File: src/rtl/braun_mac.sv
// braun_mac: streaming multiply-accumulate stage around a Braun array
// multiplier. Operand pairs are accepted over a valid/ready handshake,
// each product is registered, DOT_LEN products are summed into one
// dot-product result that is offered on a valid/ready output port.
//
// Ports:
//   clk       in   clock, rising edge
//   rst_n     in   asynchronous active-low reset
//   in_valid  in   operand pair valid
//   in_ready  out  block can accept an operand pair (state==S_ACC)
//   in_a      in   NUM_BITS unsigned multiplicand
//   in_b      in   NUM_BITS unsigned multiplier
//   out_valid out  result valid
//   out_ready in   consumer accepts result
//   out_acc   out  ACC_BITS dot-product result, modulo 2^ACC_BITS
//   out_ovf   out  any addition of this result carried out of ACC_BITS

module braun_mult #(
   parameter int NUM_BITS = 8
) (
   input  logic [NUM_BITS-1:0]   a,
   input  logic [NUM_BITS-1:0]   b,
   output logic [2*NUM_BITS-1:0] prod
);

   logic [NUM_BITS-1:0] s;
   logic [NUM_BITS-1:0] c;
   logic [NUM_BITS-1:0] sh;
   logic [NUM_BITS-1:0] ns;
   logic [NUM_BITS-1:0] nc;
   logic                x;
   logic                cy;

   // Carry-save rows: after row i, s[j] has weight 2^(i+j) and c[j]
   // weight 2^(i+j+1). The last row is resolved by a ripple adder.
   always_comb begin
      s    = '0;
      c    = '0;
      sh   = '0;
      ns   = '0;
      nc   = '0;
      x    = 1'b0;
      cy   = 1'b0;
      prod = '0;
      for (int j = 0; j < NUM_BITS; j++)
         s[j] = a[j] & b[0];
      prod[0] = s[0];
      for (int i = 1; i < NUM_BITS; i++) begin
         sh = s >> 1;
         for (int j = 0; j < NUM_BITS; j++) begin
            x     = a[j] & b[i];
            ns[j] = x ^ sh[j] ^ c[j];
            nc[j] = (x & sh[j]) | (x & c[j]) | (sh[j] & c[j]);
         end
         s       = ns;
         c       = nc;
         prod[i] = s[0];
      end
      sh = s >> 1;
      cy = 1'b0;
      for (int j = 0; j < NUM_BITS; j++) begin
         prod[NUM_BITS+j] = sh[j] ^ c[j] ^ cy;
         cy = (sh[j] & c[j]) | (sh[j] & cy) | (c[j] & cy);
      end
   end

endmodule

module braun_mac #(
   parameter int NUM_BITS = 8,
   parameter int DOT_LEN  = 4,
   parameter int ACC_BITS = 18
) (
   input  logic                clk,
   input  logic                rst_n,
   input  logic                in_valid,
   output logic                in_ready,
   input  logic [NUM_BITS-1:0] in_a,
   input  logic [NUM_BITS-1:0] in_b,
   output logic                out_valid,
   input  logic                out_ready,
   output logic [ACC_BITS-1:0] out_acc,
   output logic                out_ovf
);

   localparam int PW = 2 * NUM_BITS;
   localparam int CW = (DOT_LEN > 1) ? $clog2(DOT_LEN) : 1;
   localparam logic [CW-1:0] LAST = CW'(DOT_LEN - 1);

   typedef enum logic [1:0] {
      S_ACC,
      S_FLUSH,
      S_OUT
   } state_t;

   state_t              state_q;
   state_t              state_d;
   logic [PW-1:0]       prod;
   logic [PW-1:0]       prod_q;
   logic                p_valid;
   logic [CW-1:0]       cnt;
   logic [ACC_BITS-1:0] acc;
   logic                ovf_sticky;
   logic [ACC_BITS:0]   sum;
   logic                accept;
   logic                last;

   braun_mult #(
      .NUM_BITS(NUM_BITS)
   ) u_mult (
      .a    (in_a),
      .b    (in_b),
      .prod (prod)
   );

   // One extra bit catches the carry out of the accumulator width.
   assign sum    = {1'b0, acc}
                 + {{(ACC_BITS + 1 - PW){1'b0}}, prod_q};
   assign accept = in_valid & in_ready;
   assign last   = (cnt == LAST);

   always_ff @(posedge clk or negedge rst_n) begin
      if (!rst_n)
         state_q <= S_ACC;
      else
         state_q <= state_d;
   end

   always_comb begin
      state_d  = state_q;
      in_ready = 1'b0;
      unique case (state_q)
         S_ACC: begin
            in_ready = 1'b1;
            if (in_valid && last)
               state_d = S_FLUSH;
         end
         S_FLUSH: state_d = S_OUT;
         S_OUT: begin
            if (out_ready)
               state_d = S_ACC;
         end
         default: state_d = S_ACC;
      endcase
   end

   always_ff @(posedge clk or negedge rst_n) begin
      if (!rst_n) begin
         prod_q     <= '0;
         p_valid    <= 1'b0;
         cnt        <= '0;
         acc        <= '0;
         ovf_sticky <= 1'b0;
         out_valid  <= 1'b0;
         out_acc    <= '0;
         out_ovf    <= 1'b0;
      end else begin
         p_valid <= accept;
         if (accept) begin
            prod_q <= prod;
            cnt    <= last ? '0 : cnt + CW'(1);
         end
         if (state_q == S_ACC && p_valid) begin
            acc        <= sum[ACC_BITS-1:0];
            ovf_sticky <= ovf_sticky | sum[ACC_BITS];
         end
         // The final product is still in prod_q while flushing.
         if (state_q == S_FLUSH) begin
            out_acc    <= sum[ACC_BITS-1:0];
            out_ovf    <= ovf_sticky | sum[ACC_BITS];
            acc        <= '0;
            ovf_sticky <= 1'b0;
            out_valid  <= 1'b1;
         end
         if (state_q == S_OUT && out_ready)
            out_valid <= 1'b0;
      end
   end

endmodule

File: config.mk
export PLATFORM = sky130hd
export DESIGN_NAME = braun_mac
export DESIGN_NICKNAME = d
export VERILOG_FILES = /design/src/rtl/braun_mac.sv
export SDC_FILE = /design/constraint.sdc
export NUM_CORES = 1
export LEC_CHECK = 0
export CORE_AREA = 2 2 95 97
export DETAILED_ROUTE_END_ITERATION = 16
export DIE_AREA = 0 0 97 99
export GPL_ROUTABILITY_DRIVEN = 0
export GPL_TIMING_DRIVEN = 0
export HOLD_SLACK_MARGIN = 0.03
export PLACE_DENSITY = 0.82
export SKIP_LAST_GASP = 1
export SLEW_MARGIN = 40
export SYNTH_ARGS = -nofsm -noshare
export SYNTH_HDL_FRONTEND = slang
export SYNTH_SLANG_ARGS = --single-unit
File: constraint.sdc
create_clock -name clk -period 5.3 [get_ports clk]
set_input_delay 1.325 -clock clk [delete_from_list [all_inputs] [get_ports clk]]
set_output_delay 1.325 -clock clk [all_outputs]
set_load 0.005 [all_outputs]
==> flow_metrics.env <==
export IMPL_die_x_um=97
export IMPL_max_clock_path_buffers=2
export IMPL_setup_slack_ns=-1.94
export IMPL_cts_hold_buffers=0
export IMPL_post_place_ws_ns=-2.83
export IMPL_power_switching_mw=1.36
export IMPL_wire_per_inst_um=15.0
export IMPL_power_leakage_nw=2.50
export IMPL_combPwrFrac=0.611
export IMPL_area_growth_synth_to_final_pct=19.3
export IMPL_min_path_type="reg2reg"
export IMPL_peakVddDrop_uv=221
export IMPL_layout_nets=613
export IMPL_synth_top_area_frac=0.324
export IMPL_antenna_found_initial=0
export IMPL_setup_viol=7
export IMPL_end_kind="register"
export IMPL_powerDensity_nw_per_um2=565
export IMPL_whs_ns=0.478
export IMPL_grt_pass1_wl_mm=16.8
export IMPL_die_y_um=99
export IMPL_dieArea_sq_um=9600
export IMPL_cts_clk_slew_worst_paths_ns=0.07
export IMPL_vias=3497
export IMPL_syn_nets=558
export IMPL_fp_row_count=34
export IMPL_final_min_clock_period_ns=7.24
export IMPL_placedCellCount=613
export IMPL_cts_sinks=60
export IMPL_worst_pin_slew_ns=0.666
export IMPL_start_util=0.542
export IMPL_yosys_warnings=0
export IMPL_maxSlewHeadroom=0.556
export IMPL_finClkSkew_ns=0.00959
export IMPL_drtPass1Iterations=5
export IMPL_p_int_mw=1.76
export IMPL_cts_tree="done"
export IMPL_cts_buffers=9
export IMPL_cts_root_buffer="clkbuf_8"
export IMPL_antenna_left=0
export IMPL_syn_inst=464
export IMPL_synth_distinct_cells=47
export IMPL_hold_viol_final=0
export IMPL_arrival_ns=7.46
export IMPL_grt_max_degree=32
export IMPL_synthTopCellsByArea="dfrtp_1 32%, fa_1 21%, ha_1 6.8%"
export IMPL_swShare=0.435
export IMPL_drive_gt1_frac=0.160
export IMPL_fillers=687
export IMPL_synth_seq_area_share=0.324
export IMPL_worstSetupPathType="in2reg"
export IMPL_clk_latency_ns=0.34
export IMPL_yosysTopAreaCell="dfrtp_1"
export IMPL_status="complete, but fails checks"
export IMPL_synth_seq_cells=60
export IMPL_maxCapViolations=0
export IMPL_fin_util=0.646
export IMPL_period_share=1.37
export IMPL_max_freq_mhz=138
export IMPL_seqPwrFrac=0.257
export IMPL_vias_per_cell=5.53
export IMPL_grt_use_total=0.218
export IMPL_clkPwrFrac=0.132
export IMPL_required_ns=5.53
export IMPL_failed_checks="negative setup slack"
export IMPL_worstPathMaxFanout=4
export IMPL_netlist_area_sq_um=4630
export IMPL_async_flop_share=1.00
export IMPL_core_sq_um=8550
export IMPL_rsz0062_at_grt="true"
export IMPL_drcViolationCount=0
export IMPL_ctsHtreeMaxLevel=3
export IMPL_avgSynthCellArea_sq_um=9.98
export IMPL_startpoint_type="input pin"
export IMPL_ys_flop_type="dfrtp_1"
export IMPL_grt_pass1_vias=3712
export IMPL_diodes=0
export IMPL_drtIter0Drc=119
export IMPL_io_pins=41
export IMPL_globalRouteOverflowTotal=0
export IMPL_synth_edf_count=0
export IMPL_dpl_hpwl_mm=7.59
export IMPL_finalMaxSlewViolations=0
export IMPL_io_buffers=40
export IMPL_instances_no_fill=632
export IMPL_routed_wl_mm=9.46
## state kept, by name, summed over array words and instances (netlist names)
| name | cells |
|---|---|
| acc | 18 |
| cnt | 2 |
| out_acc | 18 |
| out_ovf | 1 |
| out_valid | 1 |
| ovf_sticky | 1 |
| p_valid | 1 |
| prod_q | 16 |
| state_q | 2 |
## placed cells by master (no fill, tap or decap), drive strengths merged, types with 2 or more instances in the layout
master         instances
nor2                  18
clkbuf                25
a21o                   6
nand2b                 3
xor2                  13
and3                   2
mux2                  11
nor2b                  3
buf                   12
dfrtp                 60
or2b                   2
ha                    25
or3                    2
a21oi                 14
a211oi                 5
clkdlybuf4s50         30
fa                    49
o31ai                  2
o21a                   2
nand3                 18
xnor2                  2
inv                   36
nand2                 58
or4                    2
nand4                  4
a31oi                  3
nor3                   3
clkinv                 2
o21ai                 46
o211ai                 3
and2                  48
## per-stage QoR
step | power [mW] | setup TNS [ns] | cell area (sq um)
2_1_floorplan | 2.10 | -8.87 | 4690
3_3_place_gp | 2.55 | -14.72 | 5230
3_5_place_dp | 2.66 | -15.47 | 5250
4_1_cts | 3.10 | -8.04 | 5500
5_1_grt | 3.43 | -8.94 | 5520
6_report | 3.12 | -8.21 | 5520
## what timing repair did
action                                  4_1_cts  5_1_grt
pin swaps                                     5       10
endpoints found under the setup margin        8        7
hold endpoints to repair                      0        0
cloned                                        0        0
buffers inserted                              3        0
resized for setup                            48       14
## synthesized netlist by cell type, types with 2 or more instances
| cell type | number |
|---|---|
| fa_1 | 49 |
| xnor2_1 | 2 |
| a21o_1 | 5 |
| clkbuf_1 | 11 |
| nor2_1 | 18 |
| inv_1 | 36 |
| o211ai_1 | 3 |
| a21oi_1 | 14 |
| dfrtp_1 | 60 |
| o21ai_0 | 46 |
| o31ai_1 | 2 |
| a31oi_1 | 3 |
| or2b_2 | 2 |
| a211oi_2 | 2 |
| nor3_1 | 2 |
| or3_1 | 2 |
| mux2_2 | 11 |
| nand2b_1 | 3 |
| or4_1 | 2 |
| nand2_1 | 58 |
| xor2_1 | 13 |
| and2_1 | 46 |
| and2_2 | 2 |
| ha_1 | 25 |
| a211oi_1 | 3 |
| nand4_1 | 4 |
| nand3_1 | 18 |
| nor2b_1 | 3 |
## cell type report
| cell class | instances | area, sq um | area share |
|---|---|---|---|
| flip-flops and latches | 60 | 1500 | 0.272 |
| inverters | 36 | 135 | 0.0245 |
| clock buffers | 12 | 155 | 0.0281 |
| clock inverters | 4 | 47.5 | 0.00861 |
| well taps | 108 | 135 | 0.0245 |
| multi-input cells | 355 | 3050 | 0.551 |
| plain buffers | 13 | 58.8 | 0.0106 |
| repair buffers | 44 | 444 | 0.0804 |
## power groups by stage
stage               Clock, mW  Sequential (mW)  Combinational [mW]
floorplan                   0            0.778                1.32
global placement            0            0.796                1.75
detailed placement          0            0.807                1.85
CTS                     0.424            0.800                1.87
global route            0.449            0.830                2.16
finish                  0.413            0.801                1.90
## worst max-delay path: stages
cell and delay, ns:
buf_8 0.10, and2_4 0.15, ha_4 0.25, inv_2 0.03, fa_2 0.52, inv_2 0.04
fa_2 0.36, fa_1 0.53, fa_1 0.43, fa_1 0.53, inv_2 0.04, fa_1 0.52
inv_2 0.05, ha_4 0.15, fa_2 0.33, fa_2 0.34, fa_2 0.35, fa_2 0.34
fa_2 0.35, fa_2 0.42, mux2_2 0.27
## cells by family (layout without fill, tap and decap cells)
kind of cell,Yosys count,after routing,share of synthesized area
flip-flops,60,60,0.324
AND/OR/NAND/NOR,166,166,0.183
adder cells (fa/ha/maj),74,74,0.279
XOR/XNOR,15,15,0.0284
buffers and inverters,49,109,0.0419
AO/OA/AOI/OAI,89,89,0.117
multiplexers,11,11,0.0267
## per-layer routing
metal / track usage / wire length (um)
met5: 0 / 0
met1: 0.267 / 3980
met3: 0.0461 / 445
met2: 0.377 / 4850
met4: 0.0910 / 182
## final timing paths
path | depth (start not counted) | slack (ns) | from | end
worst min-delay path | 2 | 0.48 | out_acc[16] | out_acc[16]
worst min register to register | 2 | 0.48 | out_acc[16] | out_acc[16]
min in group asynchronous | 1 | 0.90 | rst_n | out_acc[5]
worst max register to register | 9 | 2.81 | prod_q[0] | acc[16]
worst max-delay path | 21 | -1.94 | in_a[6] | prod_q[14]
max in group asynchronous | 2 | 3.91 | rst_n | acc[16]
Power figures use the tool's default switching activity.
